`src/rtl/dec8_rr_arbiter.sv`:
```
// Round-robin arbiter in front of a 3-to-8 decoder.
// It registers the decoder select (a) and enable (en), plus a matching one-hot grant.
// Each grant is held until the owner releases it (done, or its req bit drops).
// A grant is also force-released after MAX_HOLD cycles; MAX_HOLD = 0 disables that limit.
// Every release passes through one idle cycle, so the decoder always goes through all-zero.
//
// state | meaning
// IDLE  | no grant; arbitration runs each cycle starting after 'last'
// GRANT | one owner drives the decoder; the hold counter is running
module dec8_rr_arbiter #(
    parameter int MAX_HOLD = 16
) (
    input  logic       clk,
    input  logic       rst_n,
    input  logic [7:0] req,
    input  logic       done,
    output logic       en,
    output logic [2:0] a,
    output logic [7:0] gnt,
    output logic       timeout
);

    typedef enum logic {
        IDLE  = 1'b0,
        GRANT = 1'b1
    } state_t;

    localparam bit         LIMIT_ON  = (MAX_HOLD != 0);
    localparam logic [7:0] HOLD_LAST = LIMIT_ON ? 8'(MAX_HOLD - 1) : 8'd0;

    state_t     state, state_nxt;
    logic       en_nxt;
    logic [2:0] a_nxt;
    logic [7:0] gnt_nxt;
    logic       timeout_nxt;
    logic [2:0] last, last_nxt;
    logic [7:0] hold_cnt, hold_nxt;

    logic [2:0] cand;
    logic [2:0] win_idx;
    logic       win_found;

    // Round-robin search: last+1 .. last+8 (mod 8); the first set request wins.
    // The previous owner therefore has the lowest priority.
    always_comb begin
        cand      = last;
        win_idx   = last;
        win_found = 1'b0;
        for (int i = 1; i <= 8; i++) begin
            cand = last + i[2:0];
            if (!win_found && req[cand]) begin
                win_idx   = cand;
                win_found = 1'b1;
            end
        end
    end

    // Next-state and next-output logic; all outputs are registered from these values.
    always_comb begin
        state_nxt   = state;
        en_nxt      = en;
        a_nxt       = a;
        gnt_nxt     = gnt;
        timeout_nxt = 1'b0;
        last_nxt    = last;
        hold_nxt    = hold_cnt;
        case (state)
            IDLE: begin
                en_nxt   = 1'b0;
                gnt_nxt  = 8'h00;
                hold_nxt = 8'd0;
                if (win_found) begin
                    state_nxt = GRANT;
                    en_nxt    = 1'b1;
                    a_nxt     = win_idx;
                    last_nxt  = win_idx;
                    gnt_nxt   = 8'b1 << win_idx;
                end
            end
            GRANT: begin
                // A normal release takes priority over the hold limit, so timeout stays low.
                if (done || !req[a]) begin
                    state_nxt = IDLE;
                    en_nxt    = 1'b0;
                    gnt_nxt   = 8'h00;
                    hold_nxt  = 8'd0;
                end else if (LIMIT_ON && (hold_cnt == HOLD_LAST)) begin
                    state_nxt   = IDLE;
                    en_nxt      = 1'b0;
                    gnt_nxt     = 8'h00;
                    hold_nxt    = 8'd0;
                    timeout_nxt = 1'b1;
                end else begin
                    hold_nxt = hold_cnt + 8'd1;
                end
            end
            default: begin
                state_nxt = IDLE;
                en_nxt    = 1'b0;
                gnt_nxt   = 8'h00;
                hold_nxt  = 8'd0;
            end
        endcase
    end

    // State and output registers, cleared asynchronously; last = 7 so the first search starts at 0.
    always_ff @(posedge clk or negedge rst_n) begin
        if (!rst_n) begin
            state    <= IDLE;
            en       <= 1'b0;
            a        <= 3'd0;
            gnt      <= 8'h00;
            timeout  <= 1'b0;
            last     <= 3'd7;
            hold_cnt <= 8'd0;
        end else begin
            state    <= state_nxt;
            en       <= en_nxt;
            a        <= a_nxt;
            gnt      <= gnt_nxt;
            timeout  <= timeout_nxt;
            last     <= last_nxt;
            hold_cnt <= hold_nxt;
        end
    end

endmodule

```
`config.mk`:
```
export PLATFORM = sky130hd
export DESIGN_NAME = dec8_rr_arbiter
export DESIGN_NICKNAME = d
export VERILOG_FILES = /design/src/rtl/dec8_rr_arbiter.sv
export SDC_FILE = /design/constraint.sdc
export NUM_CORES = 1
export LEC_CHECK = 0
export CAP_MARGIN = 10
export CORE_ASPECT_RATIO = 0.9
export CORE_UTILIZATION = 45
export CTS_BUF_LIST = sky130_fd_sc_hd__clkbuf_4 sky130_fd_sc_hd__clkbuf_8
export DETAILED_ROUTE_END_ITERATION = 6
export GPL_TIMING_DRIVEN = 0
export PLACE_DENSITY = 0.66
export SLEW_MARGIN = 20
export SYNTH_ARGS = -nofsm -noshare
export SYNTH_HDL_FRONTEND = slang
export SYNTH_SLANG_ARGS = --single-unit
```
`constraint.sdc`:
```
create_clock -name clk -period 10.7 [get_ports clk]
set_input_delay 3.21 -clock clk [delete_from_list [all_inputs] [get_ports clk]]
set_output_delay 3.21 -clock clk [all_outputs]
set_load 0.01 [all_outputs]
```
==> summary.md, run 1 <==
| Metric | Value |
|---|---|
| Seq/Total Area, Yosys | `0.291` |
| Final slew viol count | `0` |
| Type of the worst setup path | `primary input to register` |
| Die Height | `67.8 um` |
| Post-synth top flop | `dfrtp_1` |
| Number of vias per cell | `6.04` |
| Via count | `1,818` |
| Avg Inst Size Synth | `10.2 um2` |
| CP Capture Type | `register` |
| Worst-case clock skew | `0.00342 ns` |
| Top Ports | `24` |
| Nets | `254` |
| Placement Cell Area | `between 2000 and 2500 um2` |
| ANT cells | `0` |
| CTS tree | `done` |
| Setup tns final | `0 ns` |
| H-tree depth | `1` |
| DRT Wirelength | `4890 um` |
| Initial antenna violation count | `0` |
| First-iteration detailed-routing DRC count | `143` |
| Flops & latches, synth | `25` |
| Number of CTS-inserted buffers | `3` |
| Run status | `complete, no violations` |
| Async S/R FF share, synth | `1.00` |
| Largest net degree at the start of global routing | `26` |
| Slew @ Worst Pin | `around 0.71 ns` |
| Finished Layout Cells | `301` |
| Rel. slew slack | `0.524` |
| Worst Path Max Fanout | `10` |
| Die area | `just over 5000 um2` |
| Initial Util | `0.476` |
| All-Layer GR Usage | `0.214` |
| Vias in the first global route | `1,675` |
| Fill count | `between 400 and 500` |
| Cell Area, Synth | `2160 um2` |
| Clk buf depth | `2` |
| Average wire per standard cell | `16.2 um` |
| Req. time, crit path | `10.83 ns` |
| Worst-path cell chain | `clkdlybuf4s50_1 -> mux4_2 -> mux2i_1 -> and3_1 -> o31ai_1 -> o2111a_1 -> o21ai_1 -> a21oi_1` |
| Slowest cell delay on critical path | `0.60 ns` |
| Post-synth EDFFs | `0` |
| YS warnings | `0` |
| Cts repair resizes | `0` |
| Placed Cells | `297` |
| CP startpoint kind | `primary input` |
| RSZ-0062 raised after global routing | `false` |
| First-pass DRT Iterations | `4` |
| Mapped Nets | `226` |
| Worst-path cell with the longest stage delay | `mux4_2` |
| DRC Markers | `0` |
| Worst-Skew Late Latency | `0.27 ns` |
| Endpoints failing setup | `0` |
| Port buffer count | `23` |
| Die width | `75.1 um` |
| Fin util | `0.553` |
| Post-CTS setup buffers | `0` |
| Worst Path Arrival | `6.08 ns` |
| Final min period | `between 5 and 6 ns` |
| HPWL after DPL | `3660 um` |
| Post-CTS Hold Buffers | `0` |
| Mapped Cells | `212` |
| Finished layout cell area | `2510 um2` |
| GPL Wtd Cong | `0.876` |
| Overflow after GRT | `0` |
| Max Cap Viol | `0` |
| Netlist cell types | `58` |
| Min-delay worst type | `register to register` |
| Clk sink count | `25` |
| Global-route wire length before repair | `8290 um` |
| Final hold violations | `0` |
| Clock transition at path regs | `approximately 0.090 ns` |
| Fin crit share | `0.556` |
| Core box area | `4550 um2` |
| Fmax | `around 170 MHz` |
| Clock root buffer | `clkbuf_8` |
| Rows | `23` |
| Fraction of layout cells with a size suffix above 1 | `0.197` |
| Remaining antenna violation count | `0` |
| Synth-to-Final Area Change | `16.1%` |
-- path summary, 6_finish.rpt --
kind | slack, ns | end | start | depth (start not counted)
min reg2reg | 0.46 | hold_cnt[0]$_DFF_PN0_ | hold_cnt[0]$_DFF_PN0_ | 1
max in group asynchronous | 7.42 | last[1]$_DFFE_PN1P_ | rst_n | 1
min | 0.46 | hold_cnt[0]$_DFF_PN0_ | hold_cnt[0]$_DFF_PN0_ | 1
max reg2reg | 6.78 | gnt[6]$_DFFE_PN0P_ | last[1]$_DFFE_PN1P_ | 10
max | 4.75 | a[1]$_DFFE_PN0P_ | req[7] | 8
min in group asynchronous | 2.91 | hold_cnt[5]$_DFF_PN0_ | rst_n | 1
-- registers in the layout (all words and copies together) (netlist names) --
register	flops
a	3
en	1
gnt	8
hold_cnt	8
last	3
state	1
timeout	1
-- worst max-delay path, delay by kind of cell --
kind / cells / cell delay [ns]
AO/OA/AOI/OAI: 4 / 0.86
buffers and inverters: 1 / 0.59
multiplexers: 2 / 1.14
AND/OR/NAND/NOR: 1 / 0.28
-- stage by stage --
step	hold slack, ns	setup slack (ns)
final	0.464	4.75
after global routing	0.482	4.59
after CTS	0.467	4.80
after detailed placement	0.455	4.49
after global placement	0.444	4.53
after floorplan	0.425	5.52
-- synth_stat cells, types with 2 or more instances --
cell type | count | area share
nand3_1 | 4 | 0.0093
mux4_2 | 13 | 0.14
o41ai_2 | 4 | 0.030
nand2b_1 | 2 | 0.0058
a31oi_1 | 3 | 0.0087
xnor2_1 | 7 | 0.028
mux2i_4 | 2 | 0.021
nor4_1 | 2 | 0.0058
mux2i_1 | 13 | 0.060
nor2b_1 | 5 | 0.014
a2bb2oi_1 | 2 | 0.0081
dfrtp_1 | 22 | 0.25
mux2_2 | 5 | 0.026
buf_2 | 4 | 0.0093
nand4_1 | 3 | 0.0087
xor2_1 | 3 | 0.012
and3_1 | 4 | 0.012
buf_6 | 3 | 0.016
inv_1 | 7 | 0.012
a2111oi_0 | 2 | 0.0081
inv_2 | 2 | 0.0035
ha_1 | 3 | 0.017
nor3b_1 | 2 | 0.0069
nor2_1 | 24 | 0.042
dfstp_2 | 3 | 0.036
o211ai_1 | 4 | 0.014
clkbuf_1 | 3 | 0.0052
o31ai_1 | 6 | 0.021
o21ai_0 | 3 | 0.0069
nand2_1 | 17 | 0.029
a21oi_1 | 8 | 0.019
-- layout by cell type, fill, tap and decap left out, types with 6 or more instances in the layout --
master,count
clkdlybuf4s50_1,22
mux4_2,13
dfrtp_1,22
inv_1,7
mux2i_1,13
o31ai_1,6
nor2_1,24
xnor2_1,7
a21oi_1,8
nand2_1,17
-- metal layers --
| layer | global-route usage | wire length, um | vias up |
|---|---|---|---|
| li1 | - | - | 862 |
| met1 | 0.325 | 2340 | 900 |
| met2 | 0.324 | 2260 | 52 |
| met3 | 0.0373 | 255 | 4 |
| met4 | 0.0283 | 34 | 0 |
| met5 | 0 | 0 | - |
-- logic make-up after synthesis --
| group | synth area share |
|---|---|
| and+or+nand+nor | 0.165 |
| AOI/OAI and AO/OA | 0.189 |
| muxes | 0.248 |
| DFF | 0.291 |
| buffers and inverters | 0.0492 |
| xor gates and xnor gates | 0.0405 |
| adders and majority gates | 0.0174 |
-- final cells by class --
cell class,instances,area (um2),share of cell area
multi-input cells,167,1430,0.568
flip-flops and latches,25,629,0.250
repair buffers,23,225,0.0896
well taps,62,77.6,0.0309
plain buffers,11,72.6,0.0289
clock buffers,3,41.3,0.0164
inverters,9,33.8,0.0134
clock inverters,1,5.00,0.00199
Power of run 1 is left out: the tool's default activity adds up to more than one toggle a clock period on the data nets, which glitch-free logic cannot reach.
==> run 2, diff against run 1 <==
Settings changed: PLACE_DENSITY 0.66 to 0.69.
Clock period 10.7 ns to 4.9 ns, I/O delays scaled along.
==> run 2 against run 1 <==
  * First-iteration DRC count decreased by 48%
  * Count of clock-buffer cells in the layout increased by 1
  * Final cell count unchanged
==> summary.md, run 2 (synthesis results as in run 1) <==
| Metric | Value |
|---|---|
| Run status | `complete, no violations (unchanged)` |
| Worst-path cell chain | `clkdlybuf4s50_1 -> mux4_2 -> a311o_1 -> nor4_1 -> o31ai_1 -> o2111a_1 -> o21ai_1 -> o31ai_1 (was clkdlybuf4s50_1 -> mux4_2 -> mux2i_1 -> and3_1 -> o31ai_1 -> o2111a_1 -> o21ai_1 -> a21oi_1)` |
| Top Layer Used | `met4 (unchanged)` |
| Number of CTS-inserted buffers | `3 (unchanged)` |
| DR WL met3 | `259 um (was 255 um)` |
| Fmax | `228 MHz` |
| CP bufs+invs | `1 (unchanged)` |
| Most common cell after layout, fill and taps aside | `nor2_1 (unchanged)` |
| Worst-Skew Late Latency | `0.27 ns (about the same)` |
| Die Height | `67.8 um (unchanged)` |
| First-pass DRT Iterations | `4 (unchanged)` |
| Crit path max-delay family | `compound AO/OA/AOI/OAI gates (was multiplexers)` |
| Nets | `254 (unchanged)` |
| Fraction of layout cells with a size suffix above 1 | `0.197 (unchanged)` |
| Vias in the first global route | `1,588 (was 1,675)` |
| Routed wire length on met2 | `2260 um (about the same)` |
| Average wire per standard cell | `16.2 um (about the same)` |
| Top Ports | `24 (unchanged)` |
| Slowest cell delay on critical path | `0.67 ns (was 0.60 ns)` |
| Req. time, crit path | `5.03 ns (was 10.83 ns)` |
| Die area | `5090 um2 (unchanged)` |
| Fin crit share | `0.894` |
| Final hold violations | `0 (unchanged)` |
| Largest net degree at the start of global routing | `26 (unchanged)` |
| GPL Wtd Cong | `0.928 (was 0.876)` |
| Rel. slew slack | `0.531 (was 0.524)` |
| Final min period | `approximately 4.4 ns` |
| Commonest cells after routing, fill and taps aside | `nor2_1, dfrtp_1, clkdlybuf4s50_1 (unchanged)` |
| Core box area | `4550 um2 (unchanged)` |
| Crit-path most repeated cell | `o31ai_1` |
| Clock transition at path regs | `0.08 ns (was 0.09 ns)` |
| DRT Wirelength | `4880 um (was 4890 um)` |
| Reg-to-reg startpoint | `last[1]$_DFFE_PN1P_ (unchanged)` |
| Port buffer count | `23 (unchanged)` |
| CP startpoint kind | `primary input (unchanged)` |
| DRC Markers | `0 (unchanged)` |
| CP Capture Type | `register (unchanged)` |
| Post-CTS Hold Buffers | `0 (unchanged)` |
| Hold Path End | `hold_cnt[0]$_DFF_PN0_ (unchanged)` |
| Number of vias per cell | `6.04 (about the same)` |
| Clk sink count | `25 (unchanged)` |
| Cts repair resizes | `0 (unchanged)` |
| Worst Path Arrival | `4.51 ns (was 6.08 ns)` |
| WHS Path Cells | `1 (unchanged)` |
| CTS tree | `done (unchanged)` |
| Via count | `1,817 (was 1,818)` |
| Min-delay worst type | `register to register (unchanged)` |
| Max Cap Viol | `0 (unchanged)` |
| Reg2reg path depth | `12 (was 10)` |
| Setup tns final | `0 ns (unchanged)` |
| Slew @ Worst Pin | `0.704 ns (was 0.714 ns)` |
| HPWL after DPL | `3570 um (was 3660 um)` |
| Remaining antenna violation count | `0 (unchanged)` |
| Clock root buffer | `clkbuf_8 (unchanged)` |
| H-tree depth | `1 (unchanged)` |
| Initial Util | `0.476 (unchanged)` |
| Final slew viol count | `0 (unchanged)` |
| First-iteration detailed-routing DRC count | `74 (was 143)` |
| Worst-path cell with the longest stage delay | `mux4_2 (unchanged)` |
| Worst flop-to-flop path endpoint | `gnt[7]$_DFFE_PN0P_ (was gnt[6]$_DFFE_PN0P_)` |
| CP Launch Point | `req[7] (unchanged)` |
| Rows | `23 (unchanged)` |
| Type of the worst setup path | `primary input to register (unchanged)` |
| Worst Path Max Fanout | `10 (unchanged)` |
| Overflow after GRT | `0 (unchanged)` |
| Endpoints failing setup | `0 (unchanged)` |
| Largest regs | `gnt (8), hold_cnt (8) (unchanged)` |
| Post-CTS setup buffers | `0 (unchanged)` |
| ANT cells | `0 (unchanged)` |
| Clk buf depth | `2 (unchanged)` |
| RSZ-0062 raised after global routing | `false (unchanged)` |
| Global-route wire length before repair | `8070 um (was 8290 um)` |
| All-Layer GR Usage | `0.212 (was 0.214)` |
| WL met1 | `2350 um (was 2340 um)` |
| Min-delay src | `hold_cnt[0]$_DFF_PN0_ (unchanged)` |
| Reg-to-reg slack, setup | `0.93 ns (was 6.78 ns)` |
| Synth-to-Final Area Change | `16.3% (was 16.1%)` |
| Worst-case clock skew | `0.00479 ns (was 0.00342 ns)` |
| Die width | `75.1 um (unchanged)` |
| Initial antenna violation count | `0 (unchanged)` |
-- run 2: stage by stage --
step	hold slack [ns]	worst slack, ns	cell area [um2]	cells	utilization
after floorplan	0.425	1.46	2160	212	-
after global placement	0.442	0.357	2470	297	0.543
after detailed placement	0.453	0.341	2470	297	0.543
after CTS	0.464	0.626	2520	301	0.554
after global routing	0.480	0.416	2510	301	0.553
final	0.464	0.520	2510	301	0.553
-- run 2: worst max-delay path by stage --
stage                                    end  slack (ns)  depth (start not counted)
final                     gnt[7]$_DFFE_PN0P_        0.52                          8
after global routing        a[1]$_DFFE_PN0P_        0.42                          8
after CTS                 gnt[7]$_DFFE_PN0P_        0.63                          8
after detailed placement  gnt[7]$_DFFE_PN0P_        0.34                          8
after global placement    gnt[7]$_DFFE_PN0P_        0.36                          8
after floorplan           gnt[0]$_DFFE_PN0P_        1.46                          7
-- run 2: layer usage --
layer,vias to the layer above,GRT usage
met5,-,0
met4,0,0.0142
met3,2,0.0403
met2,56,0.321
met1,898,0.326
li1,861,-
-- run 2: final cells by class --
| cell class | instances | area [um2] |
|---|---|---|
| plain buffers | 11 | 72.6 |
| clock buffers | 4 | 48.8 |
| fillers | 418 | 2030 |
| inverters | 9 | 33.8 |
| multi-input cells | 167 | 1430 |
| flip-flops and latches | 25 | 629 |
| well taps | 62 | 77.6 |
| repair buffers | 23 | 225 |
Power of run 2 is left out for the same reason.
